## src/rtl/voice_ctrl_pkg.sv

```systemverilog
// voice_ctrl_pkg
//   Shared definitions for the voice control writer: register indices,
//   frame FSM state encoding and the default address tag.
//   Optional feature macro: VOICE_CTRL_READBACK_EN (used by importers).
package voice_ctrl_pkg;

  localparam logic [2:0] REG_FREQ_LO = 3'd0;
  localparam logic [2:0] REG_FREQ_HI = 3'd1;
  localparam logic [2:0] REG_PW_LO   = 3'd2;
  localparam logic [2:0] REG_PW_HI   = 3'd3;
  localparam logic [2:0] REG_CTRL    = 3'd4;
  localparam logic [2:0] REG_AD      = 3'd5;
  localparam logic [2:0] REG_SR      = 3'd6;
  localparam logic [2:0] REG_RSVD    = 3'd7;

  localparam logic [4:0] ADDR_TAG_DEFAULT = 5'b10100;

  typedef enum logic [1:0] {
    ST_ADDR   = 2'd0,
    ST_DATA   = 2'd1,
    ST_COMMIT = 2'd2
  } state_e;

endpackage

```

## src/rtl/voice_ctrl_frame_rx.sv

```systemverilog
// voice_ctrl_frame_rx
//   Receives two-byte (address, data) frames over a valid/ready byte
//   handshake, checks the address tag, times out a missing data byte and
//   presents one {index, data, strobe} per frame during the COMMIT cycle.
//   Optional feature macro: VOICE_CTRL_READBACK_EN (read frames, rd_o port).
// Ports:
//   main_clk_i   system clock
//   rst_i        synchronous active-low reset
//   cmd_data_i   host byte
//   cmd_valid_i  host byte valid
//   cmd_ready_o  byte accepted when valid && ready at a rising edge
//   frame_err_o  one-cycle pulse on bad address byte or timeout
//   idx_o        register index of the current frame
//   data_o       data byte of the current frame
//   wr_o         write strobe, high during COMMIT of a write frame
//   rd_o         read strobe, high during COMMIT of a read frame (feature)
//
// state     | meaning
// ST_ADDR   | waiting for an address byte, ready high
// ST_DATA   | address latched, waiting for the data byte (timed)
// ST_COMMIT | one cycle, ready low, strobe to the register bank
module voice_ctrl_frame_rx
  import voice_ctrl_pkg::*;
#(
  parameter int         TIMEOUT_CYCLES = 255,
  parameter logic [4:0] ADDR_TAG       = ADDR_TAG_DEFAULT
) (
  input  logic       main_clk_i,
  input  logic       rst_i,
  input  logic [7:0] cmd_data_i,
  input  logic       cmd_valid_i,
  output logic       cmd_ready_o,
  output logic       frame_err_o,
  output logic [2:0] idx_o,
  output logic [7:0] data_o,
`ifdef VOICE_CTRL_READBACK_EN
  output logic       rd_o,
`endif
  output logic       wr_o
);

  localparam int                CNT_W    = $clog2(TIMEOUT_CYCLES + 1);
  // Timeout fires on the edge at which the counter would reach the limit.
  localparam logic [CNT_W-1:0] CNT_LAST = CNT_W'(TIMEOUT_CYCLES - 1);

  state_e           state_q;
  logic             ready_q;
  logic             err_q;
  logic             wr_q;
  logic [2:0]       idx_q;
  logic [7:0]       data_q;
  logic [CNT_W-1:0] cnt_q;
  logic             accept;
  logic             tag_ok;

  assign accept = cmd_valid_i & ready_q;

`ifdef VOICE_CTRL_READBACK_EN
  logic rd_q;
  // Bit 3 is the read flag, so it is excluded from the tag.
  assign tag_ok = (cmd_data_i[7:4] == ADDR_TAG[4:1]);
  assign rd_o   = rd_q;
`else
  assign tag_ok = (cmd_data_i[7:3] == ADDR_TAG);
`endif

  always_ff @(posedge main_clk_i) begin
    if (!rst_i) begin
      state_q <= ST_ADDR;
      ready_q <= 1'b0;
      err_q   <= 1'b0;
      wr_q    <= 1'b0;
      idx_q   <= 3'd0;
      data_q  <= 8'h00;
      cnt_q   <= '0;
`ifdef VOICE_CTRL_READBACK_EN
      rd_q    <= 1'b0;
`endif
    end else begin
      err_q <= 1'b0;
      wr_q  <= 1'b0;
`ifdef VOICE_CTRL_READBACK_EN
      rd_q  <= 1'b0;
`endif
      case (state_q)
        ST_ADDR: begin
          ready_q <= 1'b1;
          if (accept) begin
            if (tag_ok) begin
              idx_q <= cmd_data_i[2:0];
              cnt_q <= '0;
`ifdef VOICE_CTRL_READBACK_EN
              if (cmd_data_i[3]) begin
                state_q <= ST_COMMIT;
                ready_q <= 1'b0;
                rd_q    <= 1'b1;
              end else begin
                state_q <= ST_DATA;
              end
`else
              state_q <= ST_DATA;
`endif
            end else begin
              err_q <= 1'b1;
            end
          end
        end
        ST_DATA: begin
          // An accept wins over a timeout landing on the same edge.
          if (accept) begin
            data_q  <= cmd_data_i;
            state_q <= ST_COMMIT;
            ready_q <= 1'b0;
            wr_q    <= 1'b1;
          end else if (cnt_q == CNT_LAST) begin
            state_q <= ST_ADDR;
            err_q   <= 1'b1;
            cnt_q   <= '0;
          end else begin
            cnt_q <= cnt_q + 1'b1;
          end
        end
        ST_COMMIT: begin
          state_q <= ST_ADDR;
          ready_q <= 1'b1;
        end
        default: begin
          state_q <= ST_ADDR;
          ready_q <= 1'b0;
        end
      endcase
    end
  end

  assign cmd_ready_o = ready_q;
  assign frame_err_o = err_q;
  assign idx_o       = idx_q;
  assign data_o      = data_q;
  assign wr_o        = wr_q;

endmodule

```

## src/rtl/voice_ctrl_writer.sv

```systemverilog
// voice_ctrl_writer
//   Byte-stream register writer for one synth voice. Frames come in through
//   voice_ctrl_frame_rx; this module holds the register bank and the stage
//   bytes that keep tone_freq and pulse_width from ever being torn.
//   Optional feature macro: VOICE_CTRL_READBACK_EN (register readback).
// Ports:
//   main_clk, rst          clock, synchronous active-low reset
//   cmd_data/valid/ready   host byte handshake
//   frame_err              one-cycle pulse on bad address or timeout
//   tone_freq, pulse_width voice pitch and pulse width
//   waveform_enable        {noise, pulse, saw, triangle}
//   test, en_ringmod, en_sync, gate  voice control bits
//   attack, decay, sustain, rel      envelope settings
//   rd_data, rd_valid      readback byte and strobe (0 without the feature)
module voice_ctrl_writer
  import voice_ctrl_pkg::*;
#(
  parameter int         FREQ_BITS       = 16,
  parameter int         PULSEWIDTH_BITS = 12,
  parameter int         TIMEOUT_CYCLES  = 255,
  parameter logic [4:0] ADDR_TAG        = ADDR_TAG_DEFAULT
) (
  input  logic                       main_clk,
  input  logic                       rst,
  input  logic [7:0]                 cmd_data,
  input  logic                       cmd_valid,
  output logic                       cmd_ready,
  output logic                       frame_err,
  output logic [FREQ_BITS-1:0]       tone_freq,
  output logic [PULSEWIDTH_BITS-1:0] pulse_width,
  output logic [3:0]                 waveform_enable,
  output logic                       test,
  output logic                       en_ringmod,
  output logic                       en_sync,
  output logic                       gate,
  output logic [3:0]                 attack,
  output logic [3:0]                 decay,
  output logic [3:0]                 sustain,
  output logic [3:0]                 rel,
  output logic [7:0]                 rd_data,
  output logic                       rd_valid
);

  logic [2:0] rx_idx;
  logic [7:0] rx_data;
  logic       rx_wr;

  logic [7:0]                 freq_lo_q;
  logic [7:0]                 pw_lo_q;
  logic [FREQ_BITS-1:0]       freq_q;
  logic [PULSEWIDTH_BITS-1:0] pw_q;
  logic [7:0]                 ctrl_q;
  logic [7:0]                 ad_q;
  logic [7:0]                 sr_q;
  logic [11:0]                pw_full;

`ifdef VOICE_CTRL_READBACK_EN
  logic rx_rd;
`endif

  voice_ctrl_frame_rx #(
    .TIMEOUT_CYCLES (TIMEOUT_CYCLES),
    .ADDR_TAG       (ADDR_TAG)
  ) u_rx (
    .main_clk_i  (main_clk),
    .rst_i       (rst),
    .cmd_data_i  (cmd_data),
    .cmd_valid_i (cmd_valid),
    .cmd_ready_o (cmd_ready),
    .frame_err_o (frame_err),
    .idx_o       (rx_idx),
    .data_o      (rx_data),
`ifdef VOICE_CTRL_READBACK_EN
    .rd_o        (rx_rd),
`endif
    .wr_o        (rx_wr)
  );

  // Narrower pulse widths simply drop the top bits of register 3.
  assign pw_full = {rx_data[3:0], pw_lo_q};

  always_ff @(posedge main_clk) begin
    if (!rst) begin
      freq_lo_q <= 8'h00;
      pw_lo_q   <= 8'h00;
      freq_q    <= '0;
      pw_q      <= '0;
      ctrl_q    <= 8'h00;
      ad_q      <= 8'h00;
      sr_q      <= 8'h00;
    end else if (rx_wr) begin
      case (rx_idx)
        REG_FREQ_LO: freq_lo_q <= rx_data;
        REG_FREQ_HI: freq_q    <= FREQ_BITS'({rx_data, freq_lo_q});
        REG_PW_LO:   pw_lo_q   <= rx_data;
        REG_PW_HI:   pw_q      <= pw_full[PULSEWIDTH_BITS-1:0];
        REG_CTRL:    ctrl_q    <= rx_data;
        REG_AD:      ad_q      <= rx_data;
        REG_SR:      sr_q      <= rx_data;
        default:     ;
      endcase
    end
  end

  assign tone_freq       = freq_q;
  assign pulse_width     = pw_q;
  assign waveform_enable = ctrl_q[7:4];
  assign test            = ctrl_q[3];
  assign en_ringmod      = ctrl_q[2];
  assign en_sync         = ctrl_q[1];
  assign gate            = ctrl_q[0];
  assign attack          = ad_q[7:4];
  assign decay           = ad_q[3:0];
  assign sustain         = sr_q[7:4];
  assign rel             = sr_q[3:0];

`ifdef VOICE_CTRL_READBACK_EN
  logic [7:0]  rd_data_q;
  logic        rd_valid_q;
  logic [7:0]  rd_mux;
  logic [11:0] pw_ext;
  logic [15:0] freq_ext;

  assign pw_ext   = 12'(pw_q);
  assign freq_ext = 16'(freq_q);

  always_comb begin
    rd_mux = 8'h00;
    case (rx_idx)
      REG_FREQ_LO: rd_mux = freq_lo_q;
      REG_FREQ_HI: rd_mux = freq_ext[15:8];
      REG_PW_LO:   rd_mux = pw_lo_q;
      REG_PW_HI:   rd_mux = {4'b0000, pw_ext[11:8]};
      REG_CTRL:    rd_mux = ctrl_q;
      REG_AD:      rd_mux = ad_q;
      REG_SR:      rd_mux = sr_q;
      REG_RSVD:    rd_mux = 8'h00;
      default:     rd_mux = 8'h00;
    endcase
  end

  always_ff @(posedge main_clk) begin
    if (!rst) begin
      rd_data_q  <= 8'h00;
      rd_valid_q <= 1'b0;
    end else begin
      rd_valid_q <= rx_rd;
      if (rx_rd) rd_data_q <= rd_mux;
    end
  end

  assign rd_data  = rd_data_q;
  assign rd_valid = rd_valid_q;
`else
  assign rd_data  = 8'h00;
  assign rd_valid = 1'b0;
`endif

endmodule

```

## config.mk

```make
export PLATFORM = sky130hd
export DESIGN_NAME = voice_ctrl_writer
export DESIGN_NICKNAME = d
export VERILOG_FILES = /design/src/rtl/voice_ctrl_pkg.sv /design/src/rtl/voice_ctrl_frame_rx.sv /design/src/rtl/voice_ctrl_writer.sv
export SDC_FILE = /design/constraint.sdc
export NUM_CORES = 1
export LEC_CHECK = 0
export CORE_UTILIZATION = 54
export CTS_CLUSTER_DIAMETER = 30
export DETAILED_ROUTE_END_ITERATION = 12
export PLACE_DENSITY = 0.84
export SKIP_LAST_GASP = 1
export SYNTH_ARGS = -nofsm -noshare
export SYNTH_HDL_FRONTEND = slang
export SYNTH_SLANG_ARGS = --single-unit
```

## constraint.sdc

```tcl
create_clock -name main_clk -period 2.7 [get_ports main_clk]
set_input_delay 0.675 -clock main_clk [delete_from_list [all_inputs] [get_ports main_clk]]
set_output_delay 0.675 -clock main_clk [all_outputs]
set_load 0.005 [all_outputs]
```

==> results of run 1 <==
==> synthesized netlist by cell type, types with 2 or more instances <==
| cell | number |
|---|---|
| nor2b_1 | 3 |
| nor2_1 | 11 |
| a2bb2oi_1 | 3 |
| dfxtp_1 | 92 |
| and3_1 | 3 |
| nand2_1 | 166 |
| nand4_1 | 2 |
| buf_4 | 10 |
| buf_2 | 9 |
| and2_1 | 2 |
| inv_1 | 2 |
| o22ai_1 | 2 |
| nor3_2 | 2 |
| ha_1 | 2 |
| a21oi_1 | 82 |
| a31oi_1 | 3 |
| mux2i_1 | 3 |
| clkbuf_1 | 14 |
| nand2b_1 | 4 |
| nand3_1 | 15 |
==> worst paths after layout <==
path	startpoint	end	slack, ns	depth (start not counted)
worst max-delay path	u_rx.cmd_ready_o	cmd_ready	0.76	1
worst min-delay path	pulse_width[2]	pulse_width[2]	0.45	2
worst max register to register	u_rx.cnt_q[0]	u_rx.cnt_q[7]	1.02	6
worst min register to register	pulse_width[2]	pulse_width[2]	0.45	2
==> report_power, final <==
part,leakage (nW),internal [W],switching [W],total [W]
combinational,0.598,0.0000237,0.0000365,0.0000602
clock,0.0896,0.000386,0.000452,0.000839
sequential,0.741,0.00136,0.00000230,0.00136
total,1.43,0.00177,0.000491,0.00226
==> cells in the final DEF (no fill, tap or decap), drive strengths merged, types with 2 or more instances in the layout <==
master	count
nor2b	3
nand3	15
and3	3
nor3	3
inv	3
a2bb2oi	3
conb	9
a31oi	3
clkinv	2
ha	2
a311oi	2
a21oi	82
clkdlybuf4s50	64
nand2b	4
nand4	2
and2	2
clkbuf	13
nor2	12
buf	2
mux2i	3
dfxtp	92
nand2	166
o22ai	2
==> layer usage <==
| layer | wire length [um] | global-route usage | vias to the layer above |
|---|---|---|---|
| li1 | - | - | 1583 |
| met1 | 3612 | 0.3423 | 1480 |
| met2 | 3942 | 0.3949 | 119 |
| met3 | 562 | 0.06163 | 15 |
| met4 | 140 | 0.08621 | 0 |
| met5 | 0 | 0 | - |
==> through the flow <==
stage / setup WS, ns / instance area [sq um] / total power [W]
floorplan: 1.041 / 3590 / 0.001432
global placement: 0.5311 / 4182 / 0.001450
detailed placement: 0.4605 / 4182 / 0.001451
CTS: 0.7653 / 4362 / 0.002262
finish: 0.7628 / 4362 / 0.002258
global route: 0.7067 / 4362 / 0.002344
==> area by class of cell <==
| cell class | count | share of cell area |
|---|---|---|
| Sequential cell | 92 | 0.4223 |
| Multi-Input combinational cell | 331 | 0.3586 |
| Timing Repair Buffer | 66 | 0.1532 |
| Clock buffer | 13 | 0.03643 |
| Tap cell | 77 | 0.02209 |
| Clock inverter | 3 | 0.004877 |
| Inverter | 3 | 0.002582 |
==> logic make-up after synthesis <==
family,Yosys count,share of synthesized area
other cells,1,0.001053
fa+ha+maj,2,0.007029
buf+inv,36,0.05167
simple gates,219,0.2619
flops,92,0.5174
mux,3,0.008436
compound gates,98,0.1526
==> reports/qor.yml, run 1 <==
floorplan:
  ios: 74
  fp.dieW_um: 83.19
  rows: 29
  core-area_sq_um: 6350
  start_util: 0.5606
  dieArea_sq_um: 6921
  die_y_um: 83.19
route:
  drc: 0
  vias_per_cell: 5.465
  wirelength_um: 8257
  drt_pass1_iterations: 4
  dr.first_iter.drc_count: 187
  wl_per_cell_um: 14.11
  ant_nets: 0
  vias: 3197
cts:
  hold_buffers: 0
  cts_tree: "yes"
  cts_buffer_depth: 2
  cts_root_buf: "clkbuf_8"
  cts_resized: 0
  cts.clk_slew.worst_paths_ns: 0.08
  clk_latency_ns: 0.35
  cts_setup_buffers: 0
  cts_buffers: 9
  htreeDepth: 3
  cts.sinks: 92
logic_synthesis:
  synth_cell_types: 41
  ys.warnings.count: 0
  synth_cells: 451
  ys_async_sr_fraction: 0
  synth_area_leader_cell: "dfxtp_1"
  yosysSeqAreaShare: 0.5174
  synth_seq_cells: 92
  synth_edf_count: 0
  synth_area_sq_um: 3560
  synthFlopType: "dfxtp_1"
  syn_avg_cell_area_sq_um: 7.893
  synth_top_area_share: 0.5174
  yosys-top-cells-area: "dfxtp_1, nand2_1, a21oi_1"
layout:
  largest_reg_flops: 16
  fillers: 530
  drive_above_1_share: 0.04921
  finalNonFillerCells: 585
  syn2layout_area_growth_pct: 22.53
  postLayoutCoreUtil: 0.6869
  layout.nets: 516
  seq_area_sq_um: 1842
  n_antenna_cell: 0
  multi_input_area_sq_um: 1564
critical_path:
  critPathTopFamily: "buffers and inverters"
  critical-path-max-stage-delay_ns: 0.52
  critPathArrivalTime_ns: 1.26
  required_ns: 2.03
  path_buf_inv: 1
  cp_slowest_cell: "clkdlybuf4s50_1"
  cp_cell_sequence: "clkdlybuf4s50_1"
  worstSetupStartpointType: "flip-flop"
  critPathKind: "flip-flop to primary output"
  cp-end-kind: "primary output"
  critical_path.max_fanout: 5
sta:
  relSlewSlack: 0.4865
  tightest_slew_ns: 0.7674
  fmax_mhz: 516.2
  fin_skew_ns: 0.005822
  hold_violations: 0
  rsz0062_at_grt: "false"
  fin_crit_ns: 1.937
  period_share: 0.7175
  setup_viol: 0
  slew_violations: 0
  holdWs_ns: 0.4544
  finalSetupTns_ns: 0
run:
  maxCapViolCount: 0
grt:
  grtUsageTotal: 0.2525
  grt_max_degree: 91
  grt_pass1_wl_um: 13910
  grt-ovfl-total: 0
  first_global_vias: 2926
  grt_antenna_before_repair: 0
worst_hold_path:
  min_path_type: "flip-flop to flip-flop"
place:
  dp_hpwl_um: 5534
  place_congestion: 0.9018
  place.port_buffers: 64
  dp.cells: 569
status:
  status: "completed"
pwr:
  powerDensity_nw_per_um2: 517.7
  vdd_ir_drop_max_v: 0.0003465
  power.leakage_nw: 1.429
No activity file was read; power rests on OpenSTA's default activity.
==> run 2: changes to the inputs <==
CORE_UTILIZATION = 46   (was 54)
PLACE_DENSITY = 0.76   (was 0.84)
clock period = 1.7 ns   (was 2.7 ns; I/O delays follow)
==> run 2 against run 1 <==
  * Highest routed layer unchanged
  * Flip-flop and latch count unchanged
  * Combinational power rose by 94%
  * Final area rose by 4.4%
  * Critical endpoint is now pulse_width[8]
==> reports/qor.yml, run 2 (synthesis gave the netlist of run 1 again) <==
grt:
  grt_antenna_before_repair: 0
  grt_pass1_wl_um: 14020
  grt_max_degree: 46
  grtUsageTotal: 0.2168
  grt-ovfl-total: 0
  first_global_vias: 2938
layout:
  largest_reg_flops: 16
  finalNonFillerCells: 627
  layout_common_cells: "nand2_1, dfxtp_1, a21oi_1"
  mostFrequentLayoutCell: "nand2_1"
  design_area_sq_um: 4553
  fillers: 678
  n_antenna_cell: 0
  layout.nets: 536
  drive_above_1_share: 0.09091
  syn2layout_area_growth_pct: 27.91
route:
  dr.first_iter.drc_count: 179
  drt_pass1_iterations: 5
  wirelength_um: 8155
  ant_nets: 0
  vias: 3163
  drc: 0
  wl_per_cell_um: 13.01
  vias_per_cell: 5.045
critical_path:
  rr_worst_depth: 6
  r2r_setup_slack_ns: 0.17
  cp_cell_sequence: "clkdlybuf4s50_1"
  required_ns: 1.27
  cp-end-kind: "primary output"
  cp_slowest_cell: "clkdlybuf4s50_1"
  worstSetupStartpointType: "flip-flop"
  critPathTopFamily: "buffers and inverters"
  critPathKind: "flip-flop to primary output"
  critical-path-max-stage-delay_ns: 0.51
  critPathArrivalTime_ns: 1.22
  worst_r2r_endpoint: "u_rx.cnt_q[7]"
  critical_path.max_fanout: 2
  r2r_start: "u_rx.cnt_q[0]"
  path_buf_inv: 1
floorplan:
  fp.dieW_um: 89.97
  dieArea_sq_um: 8095
  ios: 74
  start_util: 0.4830
  rows: 31
  core-area_sq_um: 7370
  die_y_um: 89.97
pwr:
  powerDensity_nw_per_um2: 789.4
  vdd_ir_drop_max_v: 0.0004581
  p_total_w: 0.003594
  power.leakage_nw: 1.550
sta:
  relSlewSlack: 0.6417
  finalWorstSetupSlack_ns: 0.05322
  rsz0062_at_grt: "false"
  hold_violations: 0
  period_share: 0.9687
  fin_skew_ns: 0.009795
  setup_viol: 0
  tightest_slew_ns: 0.5345
  slew_violations: 0
  fmax_mhz: 607.2
  fin_crit_ns: 1.647
cts:
  cts_tree: "yes"
  cts_buffer_depth: 2
  clk_latency_ns: 0.36
  cts_buffers: 9
  cts_root_buf: "clkbuf_8"
  cts.clk_slew.worst_paths_ns: 0.09
  cts.sinks: 92
  htreeDepth: 3
place:
  placed_cell_area_sq_um: 4372
  pre_cts_ws_ns: -0.2398
  place_congestion: 0.8428
  place.port_buffers: 64
  dp.cells: 611
  dp_hpwl_um: 5777
status:
  status: "completed"
worst_hold_path:
  holdPathEnd: "tone_freq[5]"
  hp-start: "freq_lo_q[5]"
  holdPathStages: 2
  min_path_type: "flip-flop to flip-flop"
run:
  maxCapViolCount: 0
run 2: repair_timing:
item | CTS | global route
setup buffers | 0 | 0
setup endpoints to repair | 1 | 2
hold buffers | 0 | 0
gates resized for setup | 1 | 2
run 2: through the flow:
step	hold WS (ns)	TNS (ns)	util
after floorplan	0.4321	0	-
final	0.4530	0	0.6178
after global placement	0.4429	-2.483	0.5932
after CTS	0.4539	0	0.6173
after detailed placement	0.4466	-3.412	0.5932
after global routing	0.4648	0	0.6178
run 2: worst max-delay path by stage:
| stage | start | endpoint | slack (ns) | cells after the start |
|---|---|---|---|---|
| floorplan | u_rx.cnt_q[0] | u_rx.cnt_q[7] | 0.19 | 6 |
| global placement | cmd_data[4] | u_rx.cnt_q[2] | -0.22 | 6 |
| detailed placement | cmd_data[4] | u_rx.cnt_q[2] | -0.24 | 6 |
| CTS | pulse_width[8] | pulse_width[8] | 0.03 | 1 |
| global route | pulse_width[8] | pulse_width[8] | 0.0005 | 1 |
| finish | pulse_width[8] | pulse_width[8] | 0.05 | 1 |
run 2: power breakdown:
part | internal (W) | switching [W] | leakage, nW | total [W]
clock | 0.000575 | 0.000743 | 0.0897 | 0.00132
sequential | 0.00216 | 0.00000301 | 0.742 | 0.00216
combinational | 0.0000548 | 0.0000626 | 0.718 | 0.000117
total | 0.00279 | 0.000809 | 1.55 | 0.00359
run 2: area by class of cell:
| cell class | instances | area, sq um | share of cell area |
|---|---|---|---|
| clock inverter | 5 | 35.03 | 0.007694 |
| sequential | 92 | 1844 | 0.4051 |
| multi-input combinational | 331 | 1564 | 0.3435 |
| clock buffer | 11 | 141.4 | 0.03105 |
| tap | 99 | 123.9 | 0.02721 |
| inverter | 3 | 11.26 | 0.002473 |
| timing repair buffer | 86 | 833.3 | 0.1830 |
run 2: metal layers:
layer  wire [um]  vias up  GRT usage
li1            -     1622          -
met1        3631     1445     0.2836
met2        3955       91     0.3545
met3         504        5    0.05668
met4          64        0    0.06048
met5           0        -          0
==> run 3: changes to the inputs <==
CELL_PAD_IN_SITES_DETAIL_PLACEMENT = 1   (was default)
CELL_PAD_IN_SITES_GLOBAL_PLACEMENT = 1   (was default)
CORE_UTILIZATION = 33   (was 46)
PLACE_DENSITY = default   (was 0.76)
PLACE_DENSITY_LB_ADDON = 0.1   (was default)
==> run 3 against run 2 <==
  * Maximum frequency grew 0.91%
  * Sequential power is essentially flat
  * First-iteration DRC count shrank 66%
  * Sequential share of layout area shrank 1.5 points
==> reports/qor.yml, run 3 (synthesis gave the netlist of run 1 again) <==
cts:
  cts.clk_slew.worst_paths_ns: 0.09
  htreeDepth: 3
  cts_buffer_depth: 2
  cts_setup_buffers: 0
  cts_root_buf: "clkbuf_8"
  clk_latency_ns: 0.35
  hold_buffers: 0
  cts_resized: 1
  cts_tree: "yes"
  cts_buffers: 9
  cts.sinks: 92
pwr:
  vdd_ir_drop_max_v: 0.0003050
  p_clk_frac: 0.441
  p_switching_w: 0.0008369
  internal-power_w: 0.003236
  p_total_w: 0.004073
  switching_share: 0.2055
  power.leakage_nw: 1.630
  powerDensity_nw_per_um2: 858.7
  combPwrFrac: 0.029
  power_frac_seq: 0.530
layout:
  layout_common_cells: "nand2_1, dfxtp_1, a21oi_1"
  layout.nets: 546
  largest_reg_flops: 16
  mostFrequentLayoutCell: "nand2_1"
  design_area_sq_um: 4743
  drive_above_1_share: 0.1152
  syn2layout_area_growth_pct: 33.25
  finalNonFillerCells: 674
  n_antenna_cell: 0
critical_path:
  cp_cell_sequence: "clkdlybuf4s50_1"
  path_buf_inv: 1
  critPathKind: "flip-flop to primary output"
  critical_path.max_fanout: 2
  critical-path-max-stage-delay_ns: 0.51
  required_ns: 1.27
  critPathArrivalTime_ns: 1.21
  critPathTopFamily: "buffers and inverters"
  cp_slowest_cell: "clkdlybuf4s50_1"
  worstSetupStartpointType: "flip-flop"
  cp-end-kind: "primary output"
sta:
  fmax_mhz: 612.8
  rsz0062_at_grt: "false"
  period_share: 0.9600
  slew_violations: 0
  relSlewSlack: 0.6635
  setup_viol: 0
  fin_crit_ns: 1.632
  hold_violations: 0
  tightest_slew_ns: 0.5020
  fin_skew_ns: 0.01251
  holdWs_ns: 0.4553
grt:
  grt_max_degree: 48
  first_global_vias: 3298
  grt-ovfl-total: 0
  grt_antenna_before_repair: 0
  grt_pass1_wl_um: 16040
  grtUsageTotal: 0.1824
place:
  dp.cells: 658
  place.port_buffers: 64
  place_congestion: 0.7983
  dp_hpwl_um: 6861
  placed_cell_area_sq_um: 4481
route:
  drc: 0
  wirelength_um: 9632
  wl_met1_um: 4443
  top_layer: "met4"
  vias_per_cell: 4.772
  vias: 3216
  wl_per_cell_um: 14.29
  ant_nets: 0
  drt_pass1_iterations: 4
  route.met3.wl_um: 283
  dr.first_iter.drc_count: 61
  met2_length_um: 4823
worst_hold_path:
  min_path_type: "flip-flop to flip-flop"
floorplan:
  ios: 74
  rows: 37
  fp.dieW_um: 105.9
  start_util: 0.3433
  core-area_sq_um: 10370
  dieArea_sq_um: 11210
  die_y_um: 105.9
run:
  maxCapViolCount: 0
status:
  status: "completed"
-- run 3: changes by cell type in the layout (fill, tap and decap cells not counted) --
cell,previous run,this run
clkinvlp_4,1,0
bufinv_16,0,3
dfxtp_2,2,5
clkinv_2,2,0
buf_4,20,31
nand3_1,15,14
nand3_2,0,1
dfxtp_1,90,87
buf_12,2,1
-- run 3: per-stage QoR --
stage               TNS, ns  setup WS [ns]    util
floorplan                 0         0.1882       -
global placement     -1.818        -0.1923  0.4321
detailed placement   -2.710        -0.2238  0.4321
CTS                       0        0.03071  0.4562
global route              0       0.004455  0.4574
finish                    0        0.06807  0.4574
-- run 3: path summary, 6_finish.rpt --
path | slack (ns) | depth (start not counted) | to | startpoint
max | 0.07 | 1 | rel[3] | sr_q[3]
min | 0.46 | 2 | tone_freq[5] | freq_lo_q[5]
max reg2reg | 0.16 | 6 | u_rx.cnt_q[7] | u_rx.cnt_q[0]
min reg2reg | 0.46 | 2 | tone_freq[5] | freq_lo_q[5]
-- run 3: power by group through the flow --
stage / clock (W) / combinational (W) / sequential, W
finish: 0.00180 / 0.000118 / 0.00216
global route: 0.00194 / 0.000130 / 0.00216
CTS: 0.00186 / 0.000120 / 0.00216
detailed placement: 0 / 0.000119 / 0.00221
global placement: 0 / 0.000118 / 0.00221
floorplan: 0 / 0.0000652 / 0.00221
-- run 3: final cells by class --
class                           count  area, sq um
Multi-Input combinational cell    331         1569
Inverter                            3        11.26
Tap cell                          136        170.2
Timing Repair Buffer               96        895.9
Sequential cell                    92         1848
Clock inverter                      5        107.6
Clock buffer                       11        141.4
Fill cell                        1278         5627
-- run 3: metal layers --
metal | GRT usage | vias up
met5 | 0 | -
met2 | 0.3189 | 47
met1 | 0.2248 | 1521
met3 | 0.03092 | 9
li1 | - | 1639
met4 | 0.06349 | 0
